File: config.mk
export PLATFORM = sky130hd
export DESIGN_NAME = seq_shift_add_mult_flat
export DESIGN_NICKNAME = d
export VERILOG_FILES = /design/src/rtl/seq_shift_add_mult_if.sv /design/src/rtl/seq_shift_add_mult.sv /design/src/flat_wrapper.sv
export SDC_FILE = /design/constraint.sdc
export NUM_CORES = 1
export LEC_CHECK = 0
export CAP_MARGIN = 20
export CELL_PAD_IN_SITES_DETAIL_PLACEMENT = 0
export CELL_PAD_IN_SITES_GLOBAL_PLACEMENT = 1
export CORE_UTILIZATION = 30
export DETAILED_ROUTE_END_ITERATION = 6
export PLACE_DENSITY_LB_ADDON = 0.1
export SLEW_MARGIN = 20
export SYNTH_ARGS = -nofsm -noshare
export SYNTH_HDL_FRONTEND = slang
export SYNTH_SLANG_ARGS = --single-unit
File: constraint.sdc
create_clock -name clk -period 2 [get_ports clk]
set_input_delay 0.5 -clock clk [delete_from_list [all_inputs] [get_ports clk]]
set_output_delay 0.5 -clock clk [all_outputs]
set_load 0.05 [all_outputs]
File: src/rtl/seq_shift_add_mult_if.sv
// Operand/handshake bundle for seq_shift_add_mult: start/busy/done plus operand and product buses.
interface seq_shift_add_mult_if #(
   parameter int unsigned WIDTH = 8
);
   logic                   start;
   logic [WIDTH-1:0]       multiplicand;
   logic [WIDTH-1:0]       multiplier;
   logic                   busy;
   logic                   done;
   logic [2*WIDTH-1:0]     product;

   modport master (
      output start, multiplicand, multiplier,
      input  busy, done, product
   );

   modport slave (
      input  start, multiplicand, multiplier,
      output busy, done, product
   );
endinterface

File: src/rtl/seq_shift_add_mult.sv
// Multi-cycle shift-and-add multiplier, one partial product per clock, start/busy/done handshake.
// Define MULT_SIGNED_EN for two's-complement operands/product (default build is unsigned).
module seq_shift_add_mult #(
   parameter int unsigned WIDTH = 8
) (
   input  logic               clk,
   input  logic               rst_n,
   seq_shift_add_mult_if.slave bus
);
   localparam int unsigned CW = $clog2(WIDTH + 1);

   typedef enum logic [1:0] {IDLE, RUN, FINISH} state_t;

   state_t               r_state;
   state_t               w_next;
   logic [WIDTH-1:0]     r_mcand;
   logic [WIDTH-1:0]     r_mplr;
   logic [WIDTH-1:0]     r_acc;
   logic [CW-1:0]        r_cnt;
   logic                 r_done;
   logic [2*WIDTH-1:0]   r_product;
   logic                 w_load;
   logic                 w_step;
   logic                 w_finish;
   logic                 w_busy;
   logic [WIDTH:0]       w_sum;
   logic [2*WIDTH-1:0]   w_raw;
   logic [2*WIDTH-1:0]   w_result;
   logic [WIDTH-1:0]     w_op_a;
   logic [WIDTH-1:0]     w_op_b;

`ifdef MULT_SIGNED_EN
   logic                 r_neg;

   // Magnitudes: the most negative value maps onto 2^(WIDTH-1) as an unsigned quantity.
   always_comb begin
      w_op_a = bus.multiplicand[WIDTH-1] ? -bus.multiplicand : bus.multiplicand;
      w_op_b = bus.multiplier[WIDTH-1]   ? -bus.multiplier   : bus.multiplier;
   end

   always_ff @(posedge clk) begin
      if (!rst_n) begin
         r_neg <= 1'b0;
      end else if (w_load) begin
         r_neg <= bus.multiplicand[WIDTH-1] ^ bus.multiplier[WIDTH-1];
      end
   end

   always_comb begin
      w_result = r_neg ? -w_raw : w_raw;
   end
`else
   always_comb begin
      w_op_a   = bus.multiplicand;
      w_op_b   = bus.multiplier;
      w_result = w_raw;
   end
`endif

   // State register
   always_ff @(posedge clk) begin
      if (!rst_n) begin
         r_state <= IDLE;
      end else begin
         r_state <= w_next;
      end
   end

   // Next-state logic
   always_comb begin
      w_next = r_state;
      case (r_state)
         IDLE:    if (bus.start) w_next = RUN;
         RUN:     if (r_cnt == CW'(1)) w_next = FINISH;
         FINISH:  w_next = IDLE;
         default: w_next = IDLE;
      endcase
   end

   // Output / control decode
   always_comb begin
      w_load   = (r_state == IDLE) && bus.start;
      w_step   = (r_state == RUN);
      w_finish = (r_state == FINISH);
      w_busy   = (r_state != IDLE);
   end

   // One extra sum bit keeps the carry, which shifts into the accumulator MSB.
   always_comb begin
      w_sum = {1'b0, r_acc} + (r_mplr[0] ? {1'b0, r_mcand} : '0);
      w_raw = {r_acc, r_mplr};
   end

   always_ff @(posedge clk) begin
      if (!rst_n) begin
         r_mcand   <= '0;
         r_mplr    <= '0;
         r_acc     <= '0;
         r_cnt     <= '0;
         r_done    <= 1'b0;
         r_product <= '0;
      end else begin
         r_done <= 1'b0;
         if (w_load) begin
            r_mcand <= w_op_a;
            r_mplr  <= w_op_b;
            r_acc   <= '0;
            r_cnt   <= CW'(WIDTH);
         end else if (w_step) begin
            r_acc  <= w_sum[WIDTH:1];
            r_mplr <= {w_sum[0], r_mplr[WIDTH-1:1]};
            r_cnt  <= r_cnt - CW'(1);
         end else if (w_finish) begin
            r_product <= w_result;
            r_done    <= 1'b1;
         end
      end
   end

   assign bus.busy    = w_busy;
   assign bus.done    = r_done;
   assign bus.product = r_product;
endmodule

File: src/flat_wrapper.sv
// flat-port wrapper written by rule: the top's interface ports become plain ports
module seq_shift_add_mult_flat 
#(
   parameter int unsigned WIDTH = 8
)
  (clk, rst_n, bus_start, bus_multiplicand, bus_multiplier, bus_busy, bus_done, bus_product);
  seq_shift_add_mult_if #(.WIDTH(WIDTH)) bus_i ();
  input  logic clk;
  input  logic rst_n;
  input wire logic [$bits(bus_i.start)-1:0] bus_start;
  input wire logic [$bits(bus_i.multiplicand)-1:0] bus_multiplicand;
  input wire logic [$bits(bus_i.multiplier)-1:0] bus_multiplier;
  output wire logic [$bits(bus_i.busy)-1:0] bus_busy;
  output wire logic [$bits(bus_i.done)-1:0] bus_done;
  output wire logic [$bits(bus_i.product)-1:0] bus_product;
  assign bus_i.start = bus_start;
  assign bus_i.multiplicand = bus_multiplicand;
  assign bus_i.multiplier = bus_multiplier;
  assign bus_busy = bus_i.busy;
  assign bus_done = bus_i.done;
  assign bus_product = bus_i.product;
  seq_shift_add_mult #(.WIDTH(WIDTH)) u_core (.clk(clk), .rst_n(rst_n), .bus(bus_i));
endmodule
==> run_summary.xml, run 1 <==
<?xml version="1.0" encoding="UTF-8"?>
<metrics>
  <group name="timing">
    <metric name="final.setup_skew" unit="ps">12.70</metric>
    <metric name="totalNegativeSetupSlack" unit="ps">0</metric>
    <metric name="fmax" unit="MHz">515.7</metric>
    <metric name="worst_setup_margin" unit="ps">60.73</metric>
    <metric name="layout_min_cycle_time" unit="ps">1939</metric>
    <metric name="grt_setup_unrepaired" unit="">no</metric>
    <metric name="timing.hold.ws" unit="ps">452.0</metric>
    <metric name="timing_worst_slew_pin_value" unit="ps">603.4</metric>
    <metric name="final_hold_viol_count" unit="">0</metric>
    <metric name="timing_max_transition_violations_final" unit="">0</metric>
    <metric name="fin_crit_sh" unit="">0.9696</metric>
    <metric name="max-slew-margin-rel" unit="">0.5978</metric>
    <metric name="setup_viol" unit="">0</metric>
  </group>
  <group name="worst_setup_path">
    <metric name="cp_data_required_time" unit="ps">1500</metric>
    <metric name="worst_setup_path_end_kind" unit="">output pin</metric>
    <metric name="worst_ep_arrival_time" unit="ps">1440</metric>
    <metric name="critical_path_source" unit="">u_core.bus.product[0]</metric>
    <metric name="r2r_start" unit="">u_core.r_mplr[0]</metric>
    <metric name="timing.critical_path.fanout_max" unit="">2</metric>
    <metric name="cpPeakStageDelay" unit="ps">800</metric>
    <metric name="timing.critical_path.slowest_stage_cell" unit="">clkdlybuf4s50_1</metric>
    <metric name="cp_num_buf_inv" unit="">1</metric>
    <metric name="crit_chain" unit="">clkdlybuf4s50_1</metric>
    <metric name="timing.critical_path.max_delay_family" unit="">buffers and inverters</metric>
    <metric name="worstSetupStartpointType" unit="">register</metric>
    <metric name="timing.reg2reg.setup_slack" unit="ps">100</metric>
    <metric name="worstSetupPathType" unit="">register to output pin</metric>
  </group>
  <group name="placement">
    <metric name="dpl-instance-area" unit="µm²">2729</metric>
    <metric name="place.detailed.instances" unit="">390</metric>
    <metric name="dp_slack" unit="ps">-11.78</metric>
    <metric name="half_perimeter_wire_length_after_detailed_placement" unit="µm">3758</metric>
    <metric name="place.gp.congestion" unit="">0.7943</metric>
    <metric name="io_port_bufs" unit="">36</metric>
  </group>
  <group name="yosys">
    <metric name="syn_avg_cell_area" unit="µm²">8.787</metric>
    <metric name="yosys.area.top_type" unit="">dfxtp_1</metric>
    <metric name="synth_sequential_area_ratio" unit="">0.4150</metric>
    <metric name="synthesis.area" unit="µm²">2267</metric>
    <metric name="synth_seq_cells" unit="">47</metric>
    <metric name="yosys.cell_types.count" unit="">49</metric>
    <metric name="synth_area_leaders" unit="">dfxtp_1 (42%), nand2_1 (10%), a21boi_0 (7.3%)</metric>
    <metric name="synth.most_common_cell" unit="">nand2_1</metric>
    <metric name="synth-edff-count" unit="">0</metric>
    <metric name="asyncSetResetFlopFracSynth" unit="">0</metric>
    <metric name="synth.yosys.warnings" unit="">0</metric>
    <metric name="mappedNetlistNets" unit="">288</metric>
    <metric name="postSynthCellCount" unit="">258</metric>
    <metric name="synth_ff_type" unit="">dfxtp_1</metric>
    <metric name="synth.cells.most_frequent" unit="">nand2_1 (62), dfxtp_1 (47), a21boi_0 (22)</metric>
    <metric name="synthDominantCellAreaShare" unit="">0.4150</metric>
  </group>
  <group name="floorplan">
    <metric name="die-area" unit="µm²">7909</metric>
    <metric name="die_height" unit="µm">88.93</metric>
    <metric name="die_width" unit="µm">88.93</metric>
    <metric name="core_region_area" unit="µm²">7292</metric>
    <metric name="floorplan.initialDensity" unit="">0.3109</metric>
    <metric name="rows" unit="">31</metric>
    <metric name="boundaryPins" unit="">37</metric>
  </group>
  <group name="drt">
    <metric name="first_pass_iteration_count_of_the_detailed_router" unit="">4</metric>
    <metric name="postRouteWirelength" unit="µm">5285</metric>
    <metric name="detail-route-antenna-nets" unit="">0</metric>
    <metric name="routed-via-count" unit="">1832</metric>
    <metric name="detail_route.drc_violations" unit="">0</metric>
    <metric name="wl_per_cell" unit="µm">13.28</metric>
    <metric name="detail_route.iter0.violations" unit="">54</metric>
    <metric name="vias_per_cell" unit="">4.603</metric>
  </group>
  <group name="cells_and_area">
    <metric name="multi_input_comb_area" unit="µm²">1257</metric>
    <metric name="finalCoreUtilization" unit="">0.3917</metric>
    <metric name="stdcell_area" unit="µm²">2856</metric>
    <metric name="num_antenna_cells" unit="">0</metric>
    <metric name="final-instance-count-excl-fill" unit="">398</metric>
    <metric name="regArea" unit="µm²">940.9</metric>
    <metric name="final_layout_size_suffix_gt1_frac" unit="">0.1538</metric>
    <metric name="num-nets-final" unit="">328</metric>
    <metric name="layout.filler_cells" unit="">798</metric>
    <metric name="synthToLayoutAreaGrowth" unit="%">25.99</metric>
  </group>
  <group name="global_routing">
    <metric name="grt_pass1_vias" unit="">1748</metric>
    <metric name="groute.layer.met2.usage" unit="">0.2294</metric>
    <metric name="grt_most_used_layer" unit="">met2</metric>
    <metric name="met1_layer_usage_reported_by_global_route" unit="">0.1974</metric>
    <metric name="overflow" unit="">0</metric>
    <metric name="groute.usage.overall" unit="">0.1431</metric>
    <metric name="grt_first_pass_wirelength" unit="µm">8562</metric>
    <metric name="maximum_number_of_pins_on_one_net_before_global_route_repair" unit="">24</metric>
    <metric name="antenna_violations_before_repair" unit="">0</metric>
    <metric name="grtUsageMet3" unit="">0.02770</metric>
  </group>
  <group name="flow_run">
    <metric name="maxCapViolCount" unit="">0</metric>
  </group>
  <group name="clock_tree">
    <metric name="post-cts-setup-buffers" unit="">0</metric>
    <metric name="tritoncts.num_buffers" unit="">5</metric>
    <metric name="buffer_levels_on_the_longest_clock_path" unit="">2</metric>
    <metric name="tritoncts" unit="">done</metric>
    <metric name="cts_num_sinks" unit="">47</metric>
    <metric name="root_buffer_cell" unit="">clkbuf_8</metric>
    <metric name="clock_latency" unit="ps">300</metric>
    <metric name="clk_pin_slew" unit="ps">90</metric>
    <metric name="cts-htree-levels" unit="">2</metric>
    <metric name="ctsHoldBuffers" unit="">0</metric>
  </group>
  <group name="worst_hold_path">
    <metric name="hold_path_class" unit="">register to register</metric>
    <metric name="worst_hold_startpoint" unit="">u_core.r_mcand[6]</metric>
  </group>
  <group name="power">
    <metric name="power.static_leakage" unit="nW">1.096</metric>
    <metric name="irDropWorstVdd" unit="µV">323.5</metric>
    <metric name="finalPower" unit="mW">1.871</metric>
    <metric name="power_density" unit="nW/µm²">655.0</metric>
  </group>
  <group name="run_status">
    <metric name="run_status" unit="">completed</metric>
  </group>
</metrics>
cells by family after synthesis:
kind of cell	count (synthesis)	synth area share
adder cells (fa/ha/maj)	11	0.06402
flip-flops	47	0.4150
AND/OR/NAND/NOR	114	0.2522
buffers and inverters	17	0.04469
AO/OA/AOI/OAI	65	0.2086
XOR/XNOR	4	0.01546
state kept, by name (all words and copies together) (netlist names):
| name | count |
|---|---|
| u_core.r_cnt | 4 |
| u_core.bus.done | 1 |
| u_core.r_acc | 8 |
| u_core.r_state | 2 |
| u_core.r_mplr | 8 |
| u_core.r_mcand | 8 |
| u_core.bus.product | 16 |
cell type report:
cell class / instances / share of cell area
tap: 99 / 0.04336
sequential: 47 / 0.3294
clock buffer: 7 / 0.03022
timing repair buffer: 47 / 0.1498
inverter: 3 / 0.003942
multi-input combinational: 194 / 0.4402
clock inverter: 1 / 0.003066
where the power goes:
| part | internal (mW) | total [mW] | switching, mW | leakage (nW) |
|---|---|---|---|---|
| logic | 0.125 | 0.254 | 0.129 | 0.665 |
| clock network | 0.284 | 0.617 | 0.333 | 0.0484 |
| registers | 0.971 | 0.999 | 0.0288 | 0.382 |
| total | 1.38 | 1.87 | 0.491 | 1.10 |
path summary, 6_finish.rpt:
path / end / depth (start not counted)
max: bus_product[0] / 1
min reg2reg: u_core.r_mcand[6] / 2
min: u_core.r_mcand[6] / 2
max reg2reg: u_core.r_acc[6] / 7
layout by cell type, fill, tap and decap left out, types with 2 or more instances in the layout:
cell             netlist  routed
a211o_1                2       2
a211oi_1               6       5
a21boi_0              22      22
a21boi_1              11      11
a21o_1                 2       2
a21oi_1                4       3
a22oi_1                8       8
and2_1                11      11
buf_4                  2      21
clkbuf_8               0       6
clkdlybuf4s50_1        0      25
dfxtp_1               47      47
ha_1                  10       8
inv_1                  3       3
nand2_1               62      62
nand3_1                4       4
nor2_1                11      11
nor2b_1                2       2
nor3_1                 2       2
o2111ai_1              2       2
o21a_1                 2       2
o21ai_0                3       2
or2_2                  2       2
or3_1                  2       2
xnor2_1                3       3
repair_timing:
action / CTS / global route
resized for setup: 2 / 5
pin swaps: 0 / 2
endpoints found under the hold margin: 0 / 0
setup endpoints to repair: 2 / 4
worst register-to-register path, cell delays in order (launching register included):
cell	delay, ps
dfxtp_1	340
buf_4	170
and2_1	160
ha_1	220
or4_1	550
a21oi_2	150
nor4b_1	60
nand3b_1	150
per-layer routing:
layer  vias up  share of wire
li1        967              -
met2        25           0.45
met5         -              0
met1       838           0.51
met3         2          0.030
met4         0         0.0066
Power figures use the tool's default switching activity.
==> inputs of run 2 (changes only) <==
--- a/config.mk
+++ b/config.mk
@@ -8,6 +8,7 @@
 export CAP_MARGIN = 20
 export CELL_PAD_IN_SITES_DETAIL_PLACEMENT = 0
 export CELL_PAD_IN_SITES_GLOBAL_PLACEMENT = 1
+export CORE_MARGIN = 4
 export CORE_UTILIZATION = 30
 export DETAILED_ROUTE_END_ITERATION = 6
 export PLACE_DENSITY_LB_ADDON = 0.1
==> run 2 against run 1 <==
Critical path depth unchanged. First-iteration DRC count up 17%. Combinational power up 2%. Clock skew about the same. Clock power up 18%. Register-to-register slack worse by 20 ps. Clock-buffer cell count down 2. Non-clock buffer count up 2. Final cell count up 0.50%. Setup slack worse by 2.1 ps. Maximum frequency down 0.11%.
==> run_summary.xml, run 2 (same netlist as run 1, synthesis figures left out) <==
<?xml version="1.0" encoding="UTF-8"?>
<metrics>
  <group name="placement">
    <metric name="place.gp.congestion" unit="">0.8083</metric>
    <metric name="dpl-instance-area" unit="µm²">2741</metric>
    <metric name="half_perimeter_wire_length_after_detailed_placement" unit="µm">3938</metric>
    <metric name="dp_slack" unit="ps">-8.501</metric>
    <metric name="io_port_bufs" unit="">36</metric>
  </group>
  <group name="power">
    <metric name="power.static_leakage" unit="nW">1.197</metric>
    <metric name="p_int" unit="mW">1.475</metric>
    <metric name="sw_frac_of_total" unit="">0.2570</metric>
    <metric name="power.switching" unit="µW">510.5</metric>
    <metric name="clock_power_share" unit="">0.366</metric>
    <metric name="combPwrFrac" unit="">0.130</metric>
    <metric name="power_density" unit="nW/µm²">685.3</metric>
    <metric name="pwr-share-seq" unit="">0.503</metric>
    <metric name="irDropWorstVdd" unit="µV">294.9</metric>
    <metric name="finalPower" unit="mW">1.986</metric>
  </group>
  <group name="floorplan">
    <metric name="die_width" unit="µm">94.93</metric>
    <metric name="die-area" unit="µm²">9012</metric>
    <metric name="die_height" unit="µm">94.93</metric>
    <metric name="boundaryPins" unit="">37</metric>
    <metric name="floorplan.initialDensity" unit="">0.3109</metric>
    <metric name="rows" unit="">31</metric>
    <metric name="core_region_area" unit="µm²">7292</metric>
  </group>
  <group name="global_routing">
    <metric name="groute.usage.overall" unit="">0.1260</metric>
    <metric name="grt_pass1_vias" unit="">1750</metric>
    <metric name="grt_first_pass_wirelength" unit="µm">8783</metric>
    <metric name="maximum_number_of_pins_on_one_net_before_global_route_repair" unit="">24</metric>
    <metric name="overflow" unit="">0</metric>
    <metric name="antenna_violations_before_repair" unit="">0</metric>
  </group>
  <group name="worst_setup_path">
    <metric name="cp_num_buf_inv" unit="">1</metric>
    <metric name="cpPeakStageDelay" unit="ps">800</metric>
    <metric name="ff2ff_path_depth" unit="">7</metric>
    <metric name="timing.rr.end" unit="">u_core.r_acc[6]</metric>
    <metric name="worstSetupStartpointType" unit="">register</metric>
    <metric name="timing.critical_path.slowest_stage_cell" unit="">clkdlybuf4s50_1</metric>
    <metric name="worstSetupPathType" unit="">register to output pin</metric>
    <metric name="timing.critical_path.max_delay_family" unit="">buffers and inverters</metric>
    <metric name="crit_chain" unit="">clkdlybuf4s50_1</metric>
    <metric name="cp_data_required_time" unit="ps">1500</metric>
    <metric name="timing.critical_path.fanout_max" unit="">2</metric>
    <metric name="worst_ep_arrival_time" unit="ps">1440</metric>
    <metric name="timing.reg2reg.setup_slack" unit="ps">80</metric>
    <metric name="worst_setup_path_end_kind" unit="">output pin</metric>
    <metric name="r2r_start" unit="">u_core.r_mplr[0]</metric>
  </group>
  <group name="clock_tree">
    <metric name="ctsHoldBuffers" unit="">0</metric>
    <metric name="root_buffer_cell" unit="">clkbuf_8</metric>
    <metric name="cts-htree-levels" unit="">2</metric>
    <metric name="cts_num_sinks" unit="">47</metric>
    <metric name="tritoncts.num_buffers" unit="">5</metric>
    <metric name="clock_latency" unit="ps">310</metric>
    <metric name="clk_pin_slew" unit="ps">100</metric>
    <metric name="buffer_levels_on_the_longest_clock_path" unit="">2</metric>
    <metric name="tritoncts" unit="">done</metric>
    <metric name="post-cts-setup-buffers" unit="">0</metric>
  </group>
  <group name="drt">
    <metric name="detail_route.iter0.violations" unit="">63</metric>
    <metric name="wl_per_cell" unit="µm">13.65</metric>
    <metric name="postRouteWirelength" unit="µm">5461</metric>
    <metric name="detail-route-antenna-nets" unit="">0</metric>
    <metric name="dr_wl_met2" unit="µm">2369</metric>
    <metric name="met3WireLength" unit="µm">197</metric>
    <metric name="detail_route.drc_violations" unit="">0</metric>
    <metric name="top_signal_layer_used" unit="">met4</metric>
    <metric name="wirelength_met1" unit="µm">2819</metric>
    <metric name="vias_per_cell" unit="">4.650</metric>
    <metric name="routed-via-count" unit="">1860</metric>
    <metric name="first_pass_iteration_count_of_the_detailed_router" unit="">4</metric>
  </group>
  <group name="timing">
    <metric name="final.setup_skew" unit="ps">12.39</metric>
    <metric name="timing_max_transition_violations_final" unit="">0</metric>
    <metric name="fin_crit_sh" unit="">0.9707</metric>
    <metric name="layout_min_cycle_time" unit="ps">1941</metric>
    <metric name="timing.hold.ws" unit="ps">452.0</metric>
    <metric name="max-slew-margin-rel" unit="">0.5790</metric>
    <metric name="grt_setup_unrepaired" unit="">no</metric>
    <metric name="setup_viol" unit="">0</metric>
    <metric name="fmax" unit="MHz">515.1</metric>
    <metric name="final_hold_viol_count" unit="">0</metric>
    <metric name="timing_worst_slew_pin_value" unit="ps">631.6</metric>
    <metric name="worst_setup_margin" unit="ps">58.59</metric>
  </group>
  <group name="cells_and_area">
    <metric name="regArea" unit="µm²">940.9</metric>
    <metric name="layout_commonest_cell" unit="">nand2_1</metric>
    <metric name="multi_input_comb_area" unit="µm²">1256</metric>
    <metric name="stdcell_area" unit="µm²">2898</metric>
    <metric name="num-nets-final" unit="">330</metric>
    <metric name="num_antenna_cells" unit="">0</metric>
    <metric name="layout.filler_cells" unit="">796</metric>
    <metric name="most-common-layout-cells" unit="">nand2_1 (62), dfxtp_1 (47), buf_4 (24)</metric>
    <metric name="largest_reg_flops" unit="">16</metric>
    <metric name="final_layout_size_suffix_gt1_frac" unit="">0.1628</metric>
    <metric name="synthToLayoutAreaGrowth" unit="%">27.81</metric>
    <metric name="finalCoreUtilization" unit="">0.3974</metric>
  </group>
  <group name="worst_hold_path">
    <metric name="whs_path_depth" unit="">2</metric>
    <metric name="worst_hold_path.endpoint" unit="">u_core.r_mcand[0]</metric>
    <metric name="worst_hold_startpoint" unit="">u_core.r_mcand[0]</metric>
    <metric name="hold_path_class" unit="">register to register</metric>
  </group>
  <group name="flow_run">
    <metric name="maxCapViolCount" unit="">0</metric>
  </group>
  <group name="run_status">
    <metric name="run_status" unit="">completed</metric>
  </group>
</metrics>
==> run 2: area by class of cell <==
| type | instances | share of cell area |
|---|---|---|
| clock buffers | 5 | 0.02375 |
| clock inverters | 3 | 0.01598 |
| inverters | 3 | 0.003886 |
| repair buffers | 49 | 0.1554 |
| well taps | 99 | 0.04275 |
| flip-flops and latches | 47 | 0.3247 |
| multi-input cells | 194 | 0.4335 |
==> run 2: metal layers <==
metal  vias up  GRT usage
met5         -          0
met4         0    0.04327
met3         6    0.02709
met2        35     0.1897
met1       853     0.1773
li1        966          -
==> run 2: worst max-delay path by stage <==
stage / startpoint / to / slack [ps] / cells past startpoint
detailed placement: u_core.r_mplr[0] / u_core.r_acc[5] / -9 / 7
global route: u_core.r_mplr[0] / u_core.r_acc[6] / 8 / 7
finish: u_core.bus.product[8] / bus_product[8] / 60 / 1
global placement: u_core.r_mplr[0] / u_core.r_acc[5] / 40 / 7
floorplan: u_core.r_mplr[0] / u_core.r_acc[5] / 60 / 7
CTS: u_core.r_mplr[0] / u_core.r_acc[5] / 20 / 7
==> run 2: repair_timing <==
action | CTS | global route
setup endpoints to repair | 2 | 8
gates resized for setup | 1 | 10
pin swaps | 0 | 2
==> run 2: per-stage QoR <==
step	TNS, ps	std cells
after CTS	0	400
after floorplan	0	258
after global placement	0	392
after detailed placement	-8.501	392
final	0	400
after global routing	0	400
==> run 2: power groups by stage <==
| stage | Clock, mW | Combinational, mW | Sequential [mW] |
|---|---|---|---|
| 2_1_floorplan | 0 | 0.164 | 1.02 |
| 3_3_place_gp | 0 | 0.262 | 1.02 |
| 3_5_place_dp | 0 | 0.260 | 1.02 |
| 4_1_cts | 0.762 | 0.262 | 1.00 |
| 5_1_grt | 0.796 | 0.288 | 1.00 |
| 6_report | 0.727 | 0.259 | 0.999 |
